## src/rtl/engine_result_arbiter.sv

```systemverilog
// engine_result_arbiter: grants one engine result at a time and turns it into a single
// registered VGA RAM write, with round-robin or fixed-priority arbitration.
module engine_result_arbiter #(
    parameter int NUM_ENG = 12,
    parameter int ADDR_W  = 19,
    parameter int DATA_W  = 8,
    parameter int RR_MODE = 1,
    parameter int CNT_W   = 16
) (
    input  logic                      clk_iCLK,
    input  logic                      reset,
    input  logic [NUM_ENG-1:0]        engine_req,
    input  logic [NUM_ENG*ADDR_W-1:0] engine_addr,
    input  logic [NUM_ENG*DATA_W-1:0] engine_data,
    output logic [NUM_ENG-1:0]        req_ack,
    input  logic                      ram_busy,
    output logic                      ram_wr_en,
    output logic [ADDR_W-1:0]         ram_addr,
    output logic [DATA_W-1:0]         ram_data,
    output logic [CNT_W-1:0]          wr_count
);
    localparam int IDX_W = $clog2(NUM_ENG);
    localparam logic [1:0] IDLE = 2'd0, ACK = 2'd1, WAIT_RAM = 2'd2, RELEASE = 2'd3;

    logic [1:0]       state;
    logic [IDX_W-1:0] grant_idx, last_grant, start, win;
    logic [IDX_W:0]   pos;
    logic             fire;

    assign start = (RR_MODE != 0 && last_grant != IDX_W'(NUM_ENG - 1)) ? last_grant + IDX_W'(1) : '0;
    assign fire  = (state == ACK || state == WAIT_RAM) && !ram_busy;

    // Scan downward so the last hit is the first requester at or after start.
    always_comb begin
        win = '0;
        pos = '0;
        for (int k = NUM_ENG - 1; k >= 0; k--) begin
            pos = {1'b0, start} + (IDX_W + 1)'(k);
            pos = (pos >= (IDX_W + 1)'(NUM_ENG)) ? pos - (IDX_W + 1)'(NUM_ENG) : pos;
            win = engine_req[pos[IDX_W-1:0]] ? pos[IDX_W-1:0] : win;
        end
    end

    always_ff @(posedge clk_iCLK or posedge reset) begin
        if (reset) begin
            state      <= IDLE;
            req_ack    <= '0;
            ram_wr_en  <= 1'b0;
            ram_addr   <= '0;
            ram_data   <= '0;
            wr_count   <= '0;
            grant_idx  <= '0;
            last_grant <= IDX_W'(NUM_ENG - 1);
        end else begin
            ram_wr_en <= fire;
            wr_count  <= wr_count + CNT_W'(fire);
            case (state)
                IDLE: begin
                    req_ack <= (|engine_req) ? NUM_ENG'(1) << win : '0;
                    if (|engine_req) begin
                        grant_idx  <= win;
                        last_grant <= win;
                        state      <= ACK;
                    end
                end
                ACK: begin
                    ram_addr <= engine_addr[grant_idx*ADDR_W +: ADDR_W];
                    ram_data <= engine_data[grant_idx*DATA_W +: DATA_W];
                    req_ack  <= '0;
                    state    <= ram_busy ? WAIT_RAM : RELEASE;
                end
                WAIT_RAM: state <= ram_busy ? WAIT_RAM : RELEASE;
                RELEASE:  state <= engine_req[grant_idx] ? RELEASE : IDLE;
                default:  state <= IDLE;
            endcase
        end
    end
endmodule
```

## config.mk

```make
export PLATFORM = sky130hd
export DESIGN_NAME = engine_result_arbiter
export DESIGN_NICKNAME = d
export VERILOG_FILES = /design/src/rtl/engine_result_arbiter.sv
export SDC_FILE = /design/constraint.sdc
export NUM_CORES = 1
export LEC_CHECK = 0
export ABC_AREA = 1
export CAP_MARGIN = 20
export CORE_AREA = 3 3 151 153
export CTS_CLUSTER_SIZE = 25
export DETAILED_ROUTE_END_ITERATION = 10
export DIE_AREA = 0 0 154 156
export GPL_TIMING_DRIVEN = 0
export PLACE_DENSITY = 0.82
export SYNTH_ARGS = -nofsm -noshare
export SYNTH_HDL_FRONTEND = slang
export SYNTH_SLANG_ARGS = --single-unit
```

## constraint.sdc

```tcl
create_clock -name clk_iCLK -period 5.14 [get_ports clk_iCLK]
set_input_delay 0.514 -clock clk_iCLK [delete_from_list [all_inputs] [get_ports clk_iCLK]]
set_output_delay 0.514 -clock clk_iCLK [all_outputs]
set_load 0.02 [all_outputs]
```

==> results.yml <==
run_status:
  outcome: "finished, final reports clean"
setup_path:
  worstSetupStartpointType: "flop"
  required_ns: 5.41
  crit_path_frequent_cell: "nand2_1"
  arrival_ns: 4.82
  r2r-end: "req_ack[10]"
  crit_fanout: 11
  worst-setup-path-type: "reg2reg"
  slowest_delay_ns: 0.58
  rr_worst_depth: 31
  crit_path_end: "req_ack[10]"
  crit_path_start: "last_grant[0]"
  worstSetupPathDepth: 31
  cp_slowest_cell: "dfstp_2"
  endpoint_kind: "flop"
  path_buf_inv: 6
  cpLargestDelayFamily: "simple AND/OR/NAND/NOR gates"
  r2r-start: "last_grant[0]"
  rrSetupSlack_ns: 0.59
logic_synthesis:
  synth.area.top_cells: "dfrtp_1 21%, o21ai_0 13%, nand2_1 13%"
  syn_nets: 1591
  yosysTopAreaCell: "dfrtp_1"
  yosys.area.top_type_share_pct: 21.0
  syn_area_per_cell_sq_um: 6.03
  synth_seq_cells: 65
  syn-instance-count: 1226
  synth_warnings: 0
  netlist_area_sq_um: 7390
  seq_area_frac_synth_pct: 22.0
  yosysUniqueCellTypes: 47
cts:
  numCtsBuffers: 9
  clockBufferDepth: 2
  postCtsSetupRepairBufs: 0
  cts_tree: "done"
  clkSinkCount: 65
  clk_pin_slew_ns: 0.06
  clk_latency_ns: 0.34
  root_buffer: "clkbuf_16"
  htreeDepth: 3
layout:
  syn_to_final_growth_pct: 62.6
  drive_gt1_share_pct: 4.40
  fillerInstances: 2101
  mostFrequentLayoutCell: "clkdlybuf4s50_1"
  nets: 1997
  final_cell_mix: "394 x clkdlybuf4s50_1, 252 x nand2_1, 217 x nor2_1"
sta:
  fin_skew_ns: 0.00710
  fin_crit_sh_pct: 88.5
  fmax_mhz: 220
  worst_pin_slew_ns: 0.775
  slew_viol_final: 0
  tns_ns: 0
  hold_viol: 0
  relSlewSlack_pct: 48.2
  period_needed_ns: 4.55
  rsz0062_at_grt: "false"
  setup_viol: 0
drt:
  wl_microns: 40100
  first_pass_iters: 6
  antenna_left: 0
  drt_iter0_drc: 989
  vias: 10700
  viasPerCell: 5.56
  drcViolationCount: 0
  wl_per_cell_microns: 20.9
place:
  io_buffer_count: 394
  place_hpwl_microns: 33300
  finalWeightedCongestion: 0.989
floorplan:
  io_pins: 395
  die-width_microns: 154
  die-area_sq_um: 24000
  core-area_sq_um: 21700
  die_h_microns: 156
  fp-row-count: 54
  initial_utilization_pct: 34.1
power:
  pwr_density_cell_nw_per_um2: 836
  p_total_mw: 10.1
  p_leak_nw: 5.08
  ir_drop_mv: 0.510
global_route:
  grt_antenna_before_repair: 2
  grt_pass1_wl_microns: 58600
  grt_usage_pct: 31.4
  grt_pass1_vias: 10300
  grt_overflow_total: 0
  grt_start_max_net_pins: 35
hold_path:
  hp-class: "reg2reg"
  hold_depth: 1
flow_run:
  drv_cap: 0
==> cell usage after synthesis, drive strengths merged <==
cell type,number
a211oi,1
a21oi,26
a22oi,2
a31oi,28
and2,1
and3,1
buf,9
clkbuf,70
dfrtp,62
dfstp,3
ha,26
inv,83
nand2,267
nand3,73
nand3b,1
nand4,8
nor2,220
nor3,5
nor3b,1
nor4,3
o2111ai,1
o211ai,18
o21a,1
o21ai,211
o21bai,2
o221ai,41
o22ai,41
or2,2
or4,1
xnor2,4
xor2,14
==> flip-flops by register name (all words and copies together), names as in the netlist <==
signal and cells:
ram_data 8, state 2, last_grant 3, req_ack 12
grant_idx 4, ram_wr_en 1, ram_addr 19, wr_count 16
==> how the worst min path moves through the flow <==
stage                            start      endpoint  slack (ns)
after floorplan           grant_idx[3]  grant_idx[3]        0.46
after global placement    wr_count[15]  wr_count[15]        0.46
after detailed placement  wr_count[15]  wr_count[15]        0.46
after CTS                 wr_count[15]  wr_count[15]        0.47
after global routing      wr_count[15]  wr_count[15]        0.50
final                     wr_count[15]  wr_count[15]        0.48
==> power by group <==
part           internal, mW  total [mW]  leakage (nW)  switching [mW]
Sequential            0.739       0.903         0.787           0.164
Clock                 0.389       0.630         0.141           0.241
Combinational          2.83        8.52          4.15            5.70
==> logic make-up (layout without fill, tap and decap cells) <==
family,after synthesis,count (layout),synth area share (%)
adders and majority gates,26,26,4.40
xor gates and xnor gates,18,18,2.59
and+or+nand+nor,583,583,32.8
buffers and inverters,162,573,8.60
AOI/OAI and AO/OA,372,372,29.6
other,0,1,0
DFF,65,65,22.0
==> through the flow <==
stage	hold slack (ns)	setup WS, ns	cells	util [%]	cell area (sq um)
CTS	0.475	0.535	1917	55.4	12000
detailed placement	0.460	0.571	1901	54.0	11700
global placement	0.457	0.683	1900	53.9	11700
global route	0.503	0.0510	1918	55.4	12000
floorplan	0.459	1.31	1226	-	7390
finish	0.477	0.591	1918	55.4	12000
==> repair_timing <==
action	in CTS	in global routing
endpoints found under the hold margin	0	0
resized for setup	0	2
endpoints found under the setup margin	0	6
hold buffers	0	0
==> worst register-to-register path, delay by kind of cell, from the launching register on <==
family	cells	cell delay, ns
AO/OA/AOI/OAI	3	0.66
adder cells (fa/ha/maj)	3	0.73
buffers and inverters	6	0.69
flip-flops	1	0.58
AND/OR/NAND/NOR	19	1.84
==> final cells by class <==
| cell class | count | area (sq um) | share of cell area (%) |
|---|---|---|---|
| flip-flops and latches | 65 | 1630 | 13.6 |
| clock buffers | 10 | 239 | 1.99 |
| inverters | 83 | 312 | 2.59 |
| multi-input cells | 999 | 5130 | 42.7 |
| clock inverters | 6 | 66.3 | 0.552 |
| well taps | 280 | 350 | 2.91 |
| diodes | 1 | 2.50 | 0.0208 |
| repair buffers | 395 | 3960 | 33.0 |
| plain buffers | 79 | 324 | 2.70 |
==> per-layer routing <==
metal  up-vias  track usage (%)  wire length [microns]
met1      4930             38.2                  15500
met4         2             14.0                   1840
met2       609             53.9                  19600
li1       5018                -                      -
met5         -                0                      8
met3       111             6.24                   3170
Note: power is estimated with default switching activity, not from simulation.
